==> src/rtl/quad_stream_ctrl.sv <==
// Frame sequencer for the fixed-point quad datapath (dp_a,dp_b -> dp_c).
// Latency: operand handshake at cycle t -> out_valid/out_c at t+LATENCY+2.
// Backpressure: in_ready is driven from state/counters only; no output backpressure (sink always accepts).
//
// Ports:
//   clk, rst                    clock, synchronous active-high reset
//   start, frame_len, cfg_frac_* frame request and configuration, sampled only in IDLE
//   in_valid, in_a, in_b, in_ready  operand-pair handshake
//   dp_a, dp_b, dp_frac_*, dp_c registered operands / latched config to, and result from, the datapath
//   out_valid, out_c, out_last  registered results, one cycle per sample
//   busy, done                  RUN/DRAIN indicator, one-cycle frame-completion pulse
module quad_stream_ctrl #(
  parameter int A_W     = 14,
  parameter int B_W     = 14,
  parameter int C_W     = 29,
  parameter int FRAC_W  = 8,
  parameter int LATENCY = 3,
  parameter int LEN_W   = 16
) (
  input  logic              clk,
  input  logic              rst,
  input  logic              start,
  input  logic [LEN_W-1:0]  frame_len,
  input  logic [FRAC_W-1:0] cfg_frac_a,
  input  logic [FRAC_W-1:0] cfg_frac_b,
  input  logic [FRAC_W-1:0] cfg_frac_c,
  input  logic              in_valid,
  input  logic [A_W-1:0]    in_a,
  input  logic [B_W-1:0]    in_b,
  output logic              in_ready,
  output logic [A_W-1:0]    dp_a,
  output logic [B_W-1:0]    dp_b,
  output logic [FRAC_W-1:0] dp_frac_a,
  output logic [FRAC_W-1:0] dp_frac_b,
  output logic [FRAC_W-1:0] dp_frac_c,
  input  logic [C_W-1:0]    dp_c,
  output logic              out_valid,
  output logic [C_W-1:0]    out_c,
  output logic              out_last,
  output logic              busy,
  output logic              done
);

  typedef enum logic [1:0] {
    S_IDLE  = 2'd0,
    S_RUN   = 2'd1,
    S_DRAIN = 2'd2,
    S_DONE  = 2'd3
  } state_t;

  state_t state, state_nxt;

  logic [LEN_W-1:0] len_q;
  logic [LEN_W-1:0] issued;
  logic [LEN_W-1:0] retired;
  // Bit k is set when the sample now at datapath stage k was a real transfer.
  logic [LATENCY:0] vpipe;
  logic             xfer;
  logic             tap;

  assign in_ready = (state == S_RUN) && (issued < len_q);
  assign xfer     = in_valid && in_ready;
  // Depth LATENCY lines up with dp_c for the operands registered LATENCY cycles earlier.
  assign tap      = vpipe[LATENCY];
  assign busy     = (state == S_RUN) || (state == S_DRAIN);
  assign done     = (state == S_DONE);

  always_ff @(posedge clk) begin
    if (rst) begin
      state <= S_IDLE;
    end else begin
      state <= state_nxt;
    end
  end

  always_comb begin
    state_nxt = state;
    unique case (state)
      S_IDLE: begin
        if (start) begin
          state_nxt = (frame_len == '0) ? S_DONE : S_RUN;
        end
      end
      S_RUN: begin
        if (issued == len_q) begin
          state_nxt = S_DRAIN;
        end
      end
      S_DRAIN: begin
        if (retired == len_q) begin
          state_nxt = S_DONE;
        end
      end
      S_DONE: begin
        state_nxt = S_IDLE;
      end
      default: begin
        state_nxt = S_IDLE;
      end
    endcase
  end

  always_ff @(posedge clk) begin
    if (rst) begin
      len_q     <= '0;
      issued    <= '0;
      retired   <= '0;
      vpipe     <= '0;
      dp_a      <= '0;
      dp_b      <= '0;
      dp_frac_a <= '0;
      dp_frac_b <= '0;
      dp_frac_c <= '0;
      out_valid <= 1'b0;
      out_c     <= '0;
      out_last  <= 1'b0;
    end else begin
      if ((state == S_IDLE) && start) begin
        len_q     <= frame_len;
        dp_frac_a <= cfg_frac_a;
        dp_frac_b <= cfg_frac_b;
        dp_frac_c <= cfg_frac_c;
        issued    <= '0;
        retired   <= '0;
      end

      // Transfers only happen in RUN, so this never collides with the clear above.
      if (xfer) begin
        dp_a   <= in_a;
        dp_b   <= in_b;
        issued <= issued + LEN_W'(1);
      end

      vpipe <= {vpipe[LATENCY-1:0], xfer};

      out_valid <= tap;
      // Compared against the count before this sample is retired.
      out_last  <= tap && (retired == len_q - LEN_W'(1));
      if (tap) begin
        out_c   <= dp_c;
        retired <= retired + LEN_W'(1);
      end
    end
  end

endmodule
==> config.mk <==
export PLATFORM = sky130hd
export DESIGN_NAME = quad_stream_ctrl
export DESIGN_NICKNAME = d
export VERILOG_FILES = /design/src/rtl/quad_stream_ctrl.sv
export SDC_FILE = /design/constraint.sdc
export NUM_CORES = 1
export LEC_CHECK = 0
export CORE_UTILIZATION = 34
export CTS_CLUSTER_SIZE = 8
export DETAILED_ROUTE_END_ITERATION = 10
export GPL_TIMING_DRIVEN = 0
export PLACE_DENSITY_LB_ADDON = 0.3
export REMOVE_ABC_BUFFERS = 1
export SLEW_MARGIN = 40
export SYNTH_ARGS = -nofsm -noshare
export SYNTH_HDL_FRONTEND = slang
export SYNTH_SLANG_ARGS = --single-unit
==> constraint.sdc <==
create_clock -name clk -period 5.1 [get_ports clk]
set_input_delay 0.51 -clock clk [delete_from_list [all_inputs] [get_ports clk]]
set_output_delay 0.51 -clock clk [all_outputs]
set_load 0.03 [all_outputs]
==> results.yml <==
outcome:
  outcome: "finished, final reports clean"
clock_network:
  h-tree-depth: 4
  holdBufCountCts: 0
  clockBufferDepth: 2
  clock_latency_ns: 0.44
  postCtsSetupRepairBufs: 0
  cts-root-buf: "clkbuf_16"
  cts_resized: 0
  cts-buffers-inserted: 17
  clkTransAtPathRegs_ns: 0.07
  clock_sinks: 137
  cts_tree: "yes"
timing:
  period_share: 0.650
  tightest_slew_ns: 0.696
  layout_setup_ws_ns: 1.78
  fmax_mhz: 301
  hold_viol_final: 0
  post-route-min-period_ns: 3.32
  rsz0062_at_grt: "false"
  fin_worst_skew_ns: 0.0169
  finalMaxSlewViolations: 0
  relSlewSlack: 0.532
  setup-violations-final: 0
placement:
  dp_hpwl_um: 12000
  post-place-ws_ns: 2.24
  placed_cell_area_um2: 8500
  gp_congestion: 0.875
  io_buffers: 186
  post-place-cells: 1172
finish:
  instances_no_fill: 1204
  num_antenna_cells: 0
  drive_above_1_share: 0.0513
  areaGrowthSynthToFinish_pct: 41.1
  finalNetCount: 1087
  final_area_um2: 9090
  postLayoutCoreUtil: 0.498
critical_path:
  crit_type: "register to output port"
  endpoint_kind: "output port"
  max_stage_delay_ns: 0.69
  crit_cells: 7
  required_ns: 4.59
  cp_num_buf_inv: 2
  crit_family: "buffers and inverters"
  critPathSlowestCell: "clkdlybuf4s50_1"
  r2r_cells: 8
  crit_chain: "inv_1 > ha_1 > and4_4 > a2111oi_4 > o21ai_0 > nor2_1 > clkdlybuf4s50_1"
  start_kind: "register"
  arrival_ns: 2.81
  path_max_fanout: 3
synthesis:
  synth.cell_area_um2: 6440
  ys_types: 48
  syn_inst: 805
  ys_ff_latch: 137
  async_reset_ff_frac: 0
  seq_area_frac_synth: 0.426
  yosysTopAreaCell: "dfxtp_1"
  synth_ff_type: "dfxtp_1"
  synth_top_area_frac: 0.426
  syn_area_per_cell_um2: 8.00
  ys_warn_count: 0
  synth_edf_count: 0
  synth_area_leaders: "dfxtp_1 43%, nand2_1 9.5%, a21oi_1 7.2%, ha_1 4.7%, mux2i_1 4.5%"
detailed_routing:
  drt-initial-drc-count: 314
  drt-total-wl_um: 17600
  dr.pass1.iters: 5
  viasPerCell: 4.96
  wl_per_cell_um: 14.6
  route.detailed.drc: 0
  vias: 5977
  ant_nets: 0
global_route:
  antenna_found_initial: 0
  grt_overflow: 0
  grt_pass1_vias: 5762
  grt_max_degree: 76
  globalRouteTotalUtil: 0.186
  grt_pass1_wl_um: 28900
floorplan:
  dieHeight_um: 140
  num_rows: 49
  fp.dieW_um: 140
  io_pins: 187
  dieArea_um2: 19500
  start_util: 0.353
  coreArea_um2: 18300
flow_run:
  cap_violations: 0
pwr:
  seqPwrFrac: 0.347
  ir_drop_v: 0.000260
  powerDensity_nw_per_um2: 394
  power_mw: 3.58
  leakage_nw: 3.33
  switching_share: 0.365
  p_sw_mw: 1.31
  intPower_mw: 2.27
  pwr-share-comb: 0.310
  pwr-share-clk: 0.343
worst_hold_path:
  hold_path_depth: 1
  hold_class: "register to register"
==> synthesized netlist by cell type, types with 10 or more instances <==
| library cell | count |
|---|---|
| nand2_1 | 163 |
| dfxtp_1 | 137 |
| a21oi_1 | 93 |
| nor2_1 | 73 |
| nand3_1 | 42 |
| clkbuf_1 | 34 |
| mux2i_1 | 29 |
| inv_1 | 26 |
| ha_1 | 24 |
| xor2_1 | 22 |
| xnor2_1 | 18 |
| nand4_1 | 17 |
| a31oi_1 | 10 |
| o21ai_0 | 10 |
| o21ai_1 | 10 |
==> area by class of cell <==
cell class / count / area [µm²]
timing repair buffer: 190 / 1960
fill: 1805 / 9180
clock inverter: 14 / 150
multi-input combinational: 590 / 3410
tap: 229 / 287
inverter: 26 / 97.6
sequential: 137 / 2750
clock buffer: 18 / 439
==> metrics by stage <==
step / TNS (ns) / hold WS, ns
2_1_floorplan: 0 / 0.414
3_3_place_gp: -8.93 / 0.419
3_5_place_dp: 0 / 0.424
4_1_cts: 0 / 0.435
5_1_grt: 0 / 0.455
6_report: 0 / 0.429
==> per-layer routing <==
layer	wire (µm)	vias to the layer above	GRT usage
met1	7980	2740	0.233
met5	0	-	0
met2	7800	176	0.286
met4	187	0	0.0584
met3	1670	15	0.0798
li1	-	3046	-
==> path summary, 6_finish.rpt <==
kind                                          endpoint  slack [ns]                   start
worst max-delay path                          in_ready        1.78  len_q[15]$_SDFFE_PP0P_
worst min-delay path               vpipe[1]$_SDFF_PP0_        0.43     vpipe[0]$_SDFF_PP0_
worst max register to register  issued[6]$_SDFFE_PP0P_        2.23  len_q[15]$_SDFFE_PP0P_
worst min register to register     vpipe[1]$_SDFF_PP0_        0.43     vpipe[0]$_SDFF_PP0_
==> registers in the layout (all words and copies together) (netlist names) <==
signal and count:
dp_frac_c 8, dp_frac_b 8, issued 16, dp_b 14, dp_frac_a 8, vpipe 4
out_c 29, len_q 16, retired 16, out_valid 1, state 2, dp_a 14
out_last 1
==> kinds of logic after synthesis <==
group                    Yosys count  share of synthesized area
XOR/XNOR                          40                     0.0544
flip-flops                       137                      0.426
multiplexers                      33                     0.0520
buffers and inverters             78                     0.0487
AND/OR/NAND/NOR                  352                      0.248
AO/OA/AOI/OAI                    141                      0.125
adder cells (fa/ha/maj)           24                     0.0466
==> worst register-to-register path, stage by stage (launching register included) <==
cell       delay [ns]
dfxtp_1          0.42
inv_1            0.07
ha_1             0.35
and4_4           0.21
a2111oi_4        0.33
o211a_1          0.26
nand3_4          0.44
or3_1            0.57
a31oi_1          0.14
==> power by group through the flow <==
stage	combinational, mW	sequential [mW]	clock [mW]
2_1_floorplan	0.541	1.37	0
3_3_place_gp	1.06	1.27	0
3_5_place_dp	1.11	1.26	0
4_1_cts	1.12	1.24	1.27
5_1_grt	1.23	1.25	1.31
6_report	1.11	1.24	1.23
==> placed cells by master, fill, tap and decap left out, types with 2 or more instances in the layout <==
cell / n
o21a_1: 2
a31oi_1: 10
a21o_1: 2
o21ai_0: 10
nand2b_1: 5
o22ai_1: 2
clkinv_4: 2
or3_1: 6
dfxtp_1: 136
nand3b_1: 4
nand3_1: 42
nor4_1: 7
o211ai_1: 2
nor2_1: 73
o2111ai_1: 2
nor2b_1: 7
clkinv_8: 2
and3_1: 4
buf_12: 2
o21ai_1: 10
inv_6: 5
clkbuf_16: 17
mux2_2: 4
clkdlybuf4s50_1: 185
mux2i_1: 29
xor2_1: 22
ha_1: 24
a21oi_1: 93
and4_1: 5
nand4_1: 17
nor3_1: 8
and2_1: 2
inv_8: 5
inv_1: 26
nand2_1: 162
xnor2_1: 18
buf_16: 2
nor3b_1: 2
(Power assumes the default switching activity.)
